File: config.mk
export PLATFORM = sky130hd
export DESIGN_NAME = gc_stream_receiver
export DESIGN_NICKNAME = d
export VERILOG_FILES = /design/src/rtl/gc_stream_receiver.sv
export SDC_FILE = /design/constraint.sdc
export NUM_CORES = 2
export LEC_CHECK = 0
export ABC_AREA = 1
export BUFFER_PORTS_ARGS = -buffer_cell sky130_fd_sc_hd__buf_2
export CORE_AREA = 2 2 528 530
export DETAILED_ROUTE_END_ITERATION = 10
export DIE_AREA = 0 0 530 532
export PLACE_DENSITY = 0.43
export SLEW_MARGIN = 20
export SYNTH_ARGS = -nofsm -noshare
export SYNTH_HDL_FRONTEND = slang
export SYNTH_SLANG_ARGS = --single-unit
File: constraint.sdc
create_clock -name clk -period 42.7 [get_ports clk]
set_input_delay 4.27 -clock clk [delete_from_list [all_inputs] [get_ports clk]]
set_output_delay 4.27 -clock clk [all_outputs]
set_load 0.1 [all_outputs]
File: src/rtl/gc_stream_receiver.sv
// Evaluator-side receiver for the tagged garbling stream.
// Captures the AES key, forwards input labels and garbled-table rows to the
// evaluator memories via registered write ports, latches output masks and
// enforces stream ordering with a sticky first-cause error.
module gc_stream_receiver #(
  parameter int unsigned S = 20,
  parameter int unsigned K = 128
) (
  input  logic           clk,
  input  logic           rst,
  input  logic [2:0]     tag,
  input  logic [S-1:0]   cid,
  input  logic [S-1:0]   index0,
  input  logic [S-1:0]   index1,
  input  logic [K-1:0]   data0,
  input  logic [K-1:0]   data1,
  output logic [K-1:0]   aes_key,
  output logic           key_valid,
  output logic           il_wr_en_0,
  output logic           il_wr_en_1,
  output logic [S-1:0]   il_wr_addr_0,
  output logic [S-1:0]   il_wr_addr_1,
  output logic [K-1:0]   il_wr_data_0,
  output logic [K-1:0]   il_wr_data_1,
  output logic           gt_wr_en,
  output logic [S-1:0]   gt_wr_addr_0,
  output logic [S-1:0]   gt_wr_addr_1,
  output logic [K-1:0]   gt_wr_data_0,
  output logic [K-1:0]   gt_wr_data_1,
  output logic [S-1:0]   gt_count,
  output logic [2*K-1:0] mask,
  output logic           frame_done,
  output logic [S-1:0]   exp_cid,
  output logic           err,
  output logic [2:0]     err_code
);

  localparam logic [2:0] TagIdle   = 3'b000;
  localparam logic [2:0] TagKeys   = 3'b001;
  localparam logic [2:0] TagGt     = 3'b010;
  localparam logic [2:0] TagMasks  = 3'b011;
  localparam logic [2:0] TagIll    = 3'b100;
  localparam logic [2:0] TagLabel2 = 3'b111;

  localparam logic [2:0] ErrNone    = 3'd0;
  localparam logic [2:0] ErrIllegal = 3'd1;
  localparam logic [2:0] ErrOrder   = 3'd2;
  localparam logic [2:0] ErrGtAddr  = 3'd3;
  localparam logic [2:0] ErrCid     = 3'd4;

  localparam logic [S-1:0] OneS = {{(S-1){1'b0}}, 1'b1};

  typedef enum logic [1:0] {StIdle, StConst, StStream, StError} state_e;

  state_e     state_q, state_d;
  logic [2:0] err_cause;
  logic       gt_order_ok;
  logic       const_idx_ok;
  logic       key_cap, il0_wr, il1_wr, gt_wr, mask_cap;

  // Expected GT row pair is (2*gt_count, 2*gt_count+1), both truncated to S bits.
  assign gt_order_ok  = (index0 == {gt_count[S-2:0], 1'b0}) && (index1 == index0 + OneS);
  assign const_idx_ok = (index0 == '0) && (index1 == OneS);

  // State register.
  always_ff @(posedge clk or posedge rst) begin
    if (rst) begin
      state_q <= StIdle;
    end else begin
      state_q <= state_d;
    end
  end

  // Next state and error classification for the beat on the inputs.
  always_comb begin
    state_d   = state_q;
    err_cause = ErrNone;
    unique case (state_q)
      StIdle: begin
        if (tag == TagKeys) begin
          state_d = StConst;
        end else if (tag == TagIll) begin
          err_cause = ErrIllegal;
        end else if (tag != TagIdle) begin
          err_cause = ErrOrder;
        end
      end
      StConst: begin
        if (tag == TagLabel2 && const_idx_ok) begin
          state_d = StStream;
        end else if (tag == TagIll) begin
          err_cause = ErrIllegal;
        end else if (tag != TagIdle) begin
          err_cause = ErrOrder;
        end
      end
      StStream: begin
        // cid mismatch outranks every tag-specific check.
        if (tag != TagIdle) begin
          if (cid != exp_cid) begin
            err_cause = ErrCid;
          end else if (tag == TagIll) begin
            err_cause = ErrIllegal;
          end else if (tag == TagKeys) begin
            err_cause = ErrOrder;
          end else if (tag == TagGt && !gt_order_ok) begin
            err_cause = ErrGtAddr;
          end
        end
      end
      StError: ;
      default: ;
    endcase
    if (err_cause != ErrNone) begin
      state_d = StError;
    end
  end

  // Decode the actions of an accepted beat; an offending beat does nothing.
  always_comb begin
    key_cap  = 1'b0;
    il0_wr   = 1'b0;
    il1_wr   = 1'b0;
    gt_wr    = 1'b0;
    mask_cap = 1'b0;
    if (err_cause == ErrNone) begin
      unique case (state_q)
        StIdle:   key_cap = (tag == TagKeys);
        StConst: begin
          il0_wr = (tag == TagLabel2);
          il1_wr = (tag == TagLabel2);
        end
        StStream: begin
          il0_wr   = tag[2] & tag[0];
          il1_wr   = tag[2] & tag[1];
          gt_wr    = (tag == TagGt);
          mask_cap = (tag == TagMasks);
        end
        StError:  ;
        default:  ;
      endcase
    end
  end

  // Registered write ports, captured key/mask, counters and sticky error.
  always_ff @(posedge clk or posedge rst) begin
    if (rst) begin
      aes_key      <= '0;
      key_valid    <= 1'b0;
      il_wr_en_0   <= 1'b0;
      il_wr_en_1   <= 1'b0;
      il_wr_addr_0 <= '0;
      il_wr_addr_1 <= '0;
      il_wr_data_0 <= '0;
      il_wr_data_1 <= '0;
      gt_wr_en     <= 1'b0;
      gt_wr_addr_0 <= '0;
      gt_wr_addr_1 <= '0;
      gt_wr_data_0 <= '0;
      gt_wr_data_1 <= '0;
      gt_count     <= '0;
      mask         <= '0;
      frame_done   <= 1'b0;
      exp_cid      <= '0;
      err          <= 1'b0;
      err_code     <= '0;
    end else begin
      il_wr_en_0 <= il0_wr;
      il_wr_en_1 <= il1_wr;
      gt_wr_en   <= gt_wr;
      frame_done <= mask_cap;
      if (key_cap) begin
        // data0 carries R, which the evaluator must never hold.
        aes_key   <= data1;
        key_valid <= 1'b1;
      end
      if (il0_wr) begin
        il_wr_addr_0 <= index0;
        il_wr_data_0 <= data0;
      end
      if (il1_wr) begin
        il_wr_addr_1 <= index1;
        il_wr_data_1 <= data1;
      end
      if (gt_wr) begin
        gt_wr_addr_0 <= index0;
        gt_wr_addr_1 <= index1;
        gt_wr_data_0 <= data0;
        gt_wr_data_1 <= data1;
      end
      if (mask_cap) begin
        mask     <= {data0, data1};
        gt_count <= '0;
        exp_cid  <= exp_cid + OneS;
      end else if (gt_wr) begin
        gt_count <= gt_count + OneS;
      end
      if (err_cause != ErrNone) begin
        err      <= 1'b1;
        err_code <= err_cause;
      end
    end
  end

endmodule

## Word-level counts from Yosys, hierarchy flattened

Cells that the tools add are included.

- Bits in registers: 1,027
- Input bits: 321
- Output and inout port bits: 1,025
- Logic and storage cells: 77

- Add/sub/neg operators: 3
- Equality and inequality tests: 13
- Multiplexer cells: 26
- Bitwise gates (word level): 2
- Reduce and logical (&&, ||, !) cells: 13

Operators by type and width:

| operator | count |
|---|---|
| adder 20 x 1 -> 20 bit, second input constant | 3 |
| equality test 20 bit | 2 |
| two-way mux 20 bit | 2 |
| equality test 20 x 1 -> 1 bit, second input constant | 1 |
| logical NOT 20 bit | 1 |
| inequality test 20 bit | 1 |
| two-way mux 2 bit | 9 |
| two-way mux 3 bit | 3 |
| case mux 3 bit (3 select lines) | 1 |
| nonzero test 3 bit | 3 |
| two-way mux 1 bit | 8 |
| equality test 3 x 2 -> 1 bit, second input constant | 2 |
| equality test 3 bit, second input constant | 2 |
| inequality test 3 bit, second input constant | 2 |
| logical AND 1 bit | 4 |
| case mux 1 bit (2 select lines) | 2 |
| case mux 2 bit (2 select lines) | 1 |
| equality test 3 x 1 -> 1 bit, second input constant | 1 |
| logical NOT 3 bit | 1 |
| AND reduction 3 bit | 1 |
| AND 1 bit | 2 |
| equality test 2 x 1 -> 1 bit, second input constant | 1 |
| equality test 2 bit, second input constant | 1 |
| logical NOT 2 bit | 1 |
| other kinds (2) | 2 |

## Depth between registers and ports, before layout

- Depth after elaboration: 15
- Mapped depth: 24
- Mapped depth without buffers: 22

## Worst setup path before layout

No wires, ideal clock.

- Path type: in2reg
- Start: input index0[1]
- End: register mask[111]
- Setup time: 130 ps
- Arrival: 6,248 ps
- Data required time: 42,570 ps
- Setup slack: 36,321 ps
- Cell stages on the path: 24
- Buffers on the path: 3
- Cell sequence: inv_1 > ha_1 > inv_1 > nand2_1 > nand2_1 > nor2_1 > nand2_1 > nor2_1 > nand2_1 > nor2_1 > nand2_1 > nor2_1 > nand3_1 > nand2_1 > nand2_1 > nand2_1 > nand2_2 > inv_4 > nand3_4 > buf_6 > buf_6 > buf_6 > nand2_1 > o21ai_1

- Longest elaborated chain between the ends: 13
- Elaborated cells between the ends (all ways): 18
- Those cells by class: 1 x add/sub; 2 x eq/ne; 8 x mux; 7 x reduce/logical

Ends and longest elaborated chain:

| what | line | RTL |
|---|---|---|
| start: declaration | 13 | `input logic [S-1:0] index0,` |
| adder 20 x 1 -> 20 bit | 62 | `assign gt_order_ok = (index0 == {gt_count[S-2:0], 1'b0}) && (index1 == index0 + OneS);` |
| equality test 20 bit | 62 |  |
| logical AND 1 bit | 62 |  |
| logical NOT 1 bit | 106 | `end else if (tag == TagGt && !gt_order_ok) begin` |
| logical AND 1 bit | 106 |  |
| two-way mux 2 bit | 106 |  |
| two-way mux 2 bit | 104 | `end else if (tag == TagKeys) begin` |
| two-way mux 2 bit | 102 | `end else if (tag == TagIll) begin` |
| two-way mux 3 bit | 100 | `if (cid != exp_cid) begin` |
| two-way mux 3 bit | 99 | `if (tag != TagIdle) begin` |
| case mux 3 bit (3 select lines) * | 78 | `unique case (state_q)` |
| logical NOT 3 bit * | 126 | `if (err_cause == ErrNone) begin` |
| two-way mux 1 bit * | 126 |  |
| end signal: assignment | 192 | `mask <= {data0, data1};` |
| end: declaration | 31 | `output logic [2*K-1:0] mask,` |

Every way passes the cells marked *; elsewhere a longest branch is shown, timed or not.
A chain may end at the register's enable or synchronous reset.

## Final worst setup path

- Start: input index0[0]
- End: register gt_wr_data_1[92]

- Longest elaborated chain between the ends: 13
- Elaborated cells between the ends (all ways): 18
- Those cells by class: 1 x add/sub; 2 x eq/ne; 8 x mux; 7 x reduce/logical

Ends and longest elaborated chain:

| what | line | RTL |
|---|---|---|
| adder 20 x 1 -> 20 bit | 62 |  |
| equality test 20 bit | 62 |  |
| logical AND 1 bit | 62 |  |
| logical NOT 1 bit | 106 |  |
| logical AND 1 bit | 106 |  |
| two-way mux 2 bit | 106 |  |
| two-way mux 2 bit | 104 |  |
| two-way mux 2 bit | 102 |  |
| two-way mux 3 bit | 100 |  |
| two-way mux 3 bit | 99 |  |
| case mux 3 bit (3 select lines) * | 78 |  |
| logical NOT 3 bit * | 126 |  |
| two-way mux 1 bit * | 126 |  |
| end signal: assignment | 189 | `gt_wr_data_1 <= data1;` |
| end: declaration | 29 | `output logic [K-1:0] gt_wr_data_1,` |

Marked as above.

==> impl_metrics.py <==
metrics = {
    "global_route": {
        "grtUsageTotal": 0.148,
        "grt_overflow_total": 0,
        "antenna_found_initial": 26,
        "grt_max_degree": 169,
        "grt_pass1_wl_um": 292000,
        "grt_pass1_vias": 34000,
    },
    "run": {
        "drv_cap": 0,
    },
    "layout": {
        "ff_latch_area_sq_mm": 0.0257,
        "final_util": 0.199,
        "nets": 5737,
        "final_area_sq_mm": 0.0549,
        "fillers": 30900,
        "drive_above_1_share": 0.295,
        "syn2layout_area_growth_pct": 38.2,
        "multi_input_comb_area_sq_mm": 0.0114,
    },
    "route": {
        "drc": 0,
        "routed_via_density": 3.74,
        "drtIter0Drc": 2821,
        "wl_per_cell_um": 23.4,
        "ant_nets": 0,
        "dr.pass1.iters": 5,
        "routed_wl_um": 216000,
        "dr_total_vias": 34500,
    },
    "setup_path": {
        "crit_type": "input pin to register",
        "crit_path_end_kind": "register",
        "rr_startpoint": "gt_count[0]",
        "rrSetupSlack_ps": 37210,
        "startpoint_type": "input pin",
        "worstPathArrival_ps": 9410,
        "worstPathRequired_ps": 43340,
        "startpoint": "index0[0]",
        "crit_end": "gt_wr_data_1[92]",
        "reg2reg_depth": 22,
        "reg2reg_to": "gt_wr_data_1[92]",
        "cp_max_fo": 76,
    },
    "clock_network": {
        "clock_sinks": 1027,
        "cts_resized": 0,
        "cts_tree": "built",
        "worstSkewPairLatency_ps": 820,
        "cts_buffers": 137,
        "clk_pin_slew_ps": 60,
        "ctsHoldBuffers": 0,
        "cts_setup_buffers": 0,
        "htree_levels": 4,
        "cts_buffer_depth": 4,
        "cts_root_buffer": "clkbuf_16",
    },
    "floorplanning": {
        "core_sq_mm": 0.276,
        "chipHeight_um": 532,
        "num_rows": 193,
        "start_util": 0.144,
        "fp.dieW_um": 530,
        "die-area_sq_mm": 0.282,
        "io_pins": 1346,
    },
    "synthesis": {
        "synth_seq_cells": 1027,
        "ys_types": 32,
        "yosys_warnings": 0,
        "netlist_area_sq_mm": 0.0397,
        "synthCells": 4116,
        "postSynthAreaPerCell_sq_um": 9.64,
        "ys_seq_area_frac": 0.647,
        "synth_nets": 4445,
    },
    "outcome": {
        "status": "finished, final reports clean",
    },
    "sta": {
        "fin_crit_ps": 8770,
        "fin_ws_ps": 33930,
        "rsz0062_at_grt": "false",
        "period_share": 0.205,
        "fin_skew_ps": 56.0,
        "setup_viol": 0,
        "finalSetupTns_ps": 0,
        "drv_slew": 0,
        "hold_violations": 0,
        "relSlewSlack": 0.267,
        "tightest_slew_ps": 1100,
        "fmax_mhz": 114,
    },
    "power_and_ir_drop": {
        "power_leakage_nw": 28.6,
        "p_per_area_mw_per_mm2": 70.8,
        "peakVddDrop_uv": 39.7,
    },
    "placed_design": {
        "place_area_sq_mm": 0.0502,
        "gp_congestion": 0.908,
        "place_ws_ps": 33180,
        "hpwl_um": 170000,
        "port_buffers": 1345,
    },
    "hold_path": {
        "hp-class": "register to register",
    },
}
==> area by class of cell <==
class                           count  area share
Inverter                          359      0.0247
Clock buffer                      189      0.0717
Antenna cell                       12    0.000547
Sequential cell                  1027       0.468
Timing Repair Buffer             1385       0.130
Clock inverter                     47      0.0115
Tap cell                         3705      0.0845
Multi-Input combinational cell   2498       0.208
==> cell families after synthesis <==
kind of cell	share of synthesized area
compound gates	0.128
xor+xnor	0.0157
fa+ha+maj	0.00252
buf+inv	0.0649
flops	0.647
simple gates	0.141
==> cells in the final DEF, fill, tap and decap left out, types with 2 or more instances in the layout <==
master / netlist / routed
clkbuf_8: 0 / 29
a31oi_1: 2 / 2
a21oi_1: 4 / 4
nand2_2: 4 / 4
nor4_1: 8 / 7
clkbuf_16: 0 / 138
nor3b_1: 4 / 4
o211ai_1: 2 / 2
inv_6: 0 / 12
buf_12: 0 / 5
inv_8: 0 / 2
nor2_1: 68 / 68
clkbuf_1: 86 / 22
clkinv_2: 0 / 13
buf_4: 4 / 32
xor2_1: 41 / 41
nor3_1: 26 / 26
buf_2: 116 / 1345
nand4_1: 41 / 41
or2_2: 5 / 5
o21ai_0: 599 / 599
xnor2_1: 30 / 30
o21ai_1: 402 / 402
o21bai_1: 4 / 4
inv_16: 0 / 4
inv_2: 3 / 3
inv_1: 355 / 354
ha_1: 8 / 8
dfrtp_1: 1027 / 1027
clkinv_4: 0 / 5
nand2_1: 1206 / 1206
buf_16: 0 / 3
nand3_1: 34 / 34
bufinv_16: 0 / 10
nand3_4: 5 / 5
diode_2: 0 / 12
==> critical path, stage by stage <==
cell and delay, ps:
buf_2 130, ha_1 200, nand3_1 190, nor2_1 270, nand2_1 130, nand2_1 70, o21ai_1 60, nand2_1 50
nor2_1 40, nand3_1 160, nand2_1 100, nand2_1 80, nand2_1 70, nand2_2 90, nand2_4 120, nand3_4 350
buf_4 690, buf_4 640, buf_4 650, buf_4 570, o21ai_0 160
==> per-layer routing <==
layer / track usage / up-vias / routed length [um]
li1: - / 15900 / -
met1: 0.174 / 16900 / 84600
met2: 0.237 / 1536 / 97900
met3: 0.0719 / 219 / 27400
met4: 0.0380 / 4 / 5660
met5: 0 / - / 28
==> power breakdown <==
part,internal (mW),switching (mW),total (mW)
clock,0.711,0.486,1.20
combinational,0.171,1.32,1.49
sequential,1.11,0.0864,1.20
==> Yosys cell counts (all sizes together) <==
| library cell | n | area share |
|---|---|---|
| nand2 | 1211 | 0.11 |
| dfrtp | 1027 | 0.65 |
| o21ai | 1001 | 0.13 |
| inv | 359 | 0.034 |
| buf | 146 | 0.023 |
| clkbuf | 86 | 0.0081 |
| nor2 | 70 | 0.0069 |
| nand4 | 41 | 0.0065 |
| xor2 | 41 | 0.0090 |
| nand3 | 40 | 0.0067 |
| xnor2 | 30 | 0.0066 |
| nor3 | 26 | 0.0033 |
| ha | 8 | 0.0025 |
| nor4 | 8 | 0.0013 |
| or2 | 5 | 0.00079 |
| a21oi | 4 | 0.00050 |
| nor3b | 4 | 0.00076 |
| o21bai | 4 | 0.00076 |
| a31oi | 2 | 0.00032 |
| o211ai | 2 | 0.00038 |
| nand3b | 1 | 0.00019 |
==> how the worst min path moves through the flow <==
stage / start / to / cells past startpoint
floorplan: state_q[0] / state_q[0] / 2
global placement: key_valid / key_valid / 2
detailed placement: il_wr_data_0[95] / il_wr_data_0[95] / 2
CTS: il_wr_data_0[95] / il_wr_data_0[95] / 2
global route: key_valid / key_valid / 2
finish: err_code[2] / err_code[2] / 2
==> state kept, by name (all words and copies together), names as in the netlist, 20 cells and up <==
signal,flops
aes_key,128
exp_cid,20
gt_count,20
gt_wr_addr_0,20
gt_wr_addr_1,20
gt_wr_data_0,128
gt_wr_data_1,128
il_wr_addr_0,20
il_wr_addr_1,20
il_wr_data_0,128
il_wr_data_1,128
mask,256
==> through the flow <==
| step | std cells | hold WS, ps | total power [mW] |
|---|---|---|---|
| 5_1_grt | 9211 | 491 | 4.04 |
| 3_5_place_dp | 8971 | 468 | 2.72 |
| 6_report | 9222 | 471 | 3.88 |
| 4_1_cts | 9207 | 481 | 3.95 |
| 3_3_place_gp | 8971 | 449 | 2.71 |
| 2_1_floorplan | 4116 | 520 | 2.35 |
No activity file was read; power rests on OpenSTA's default activity.
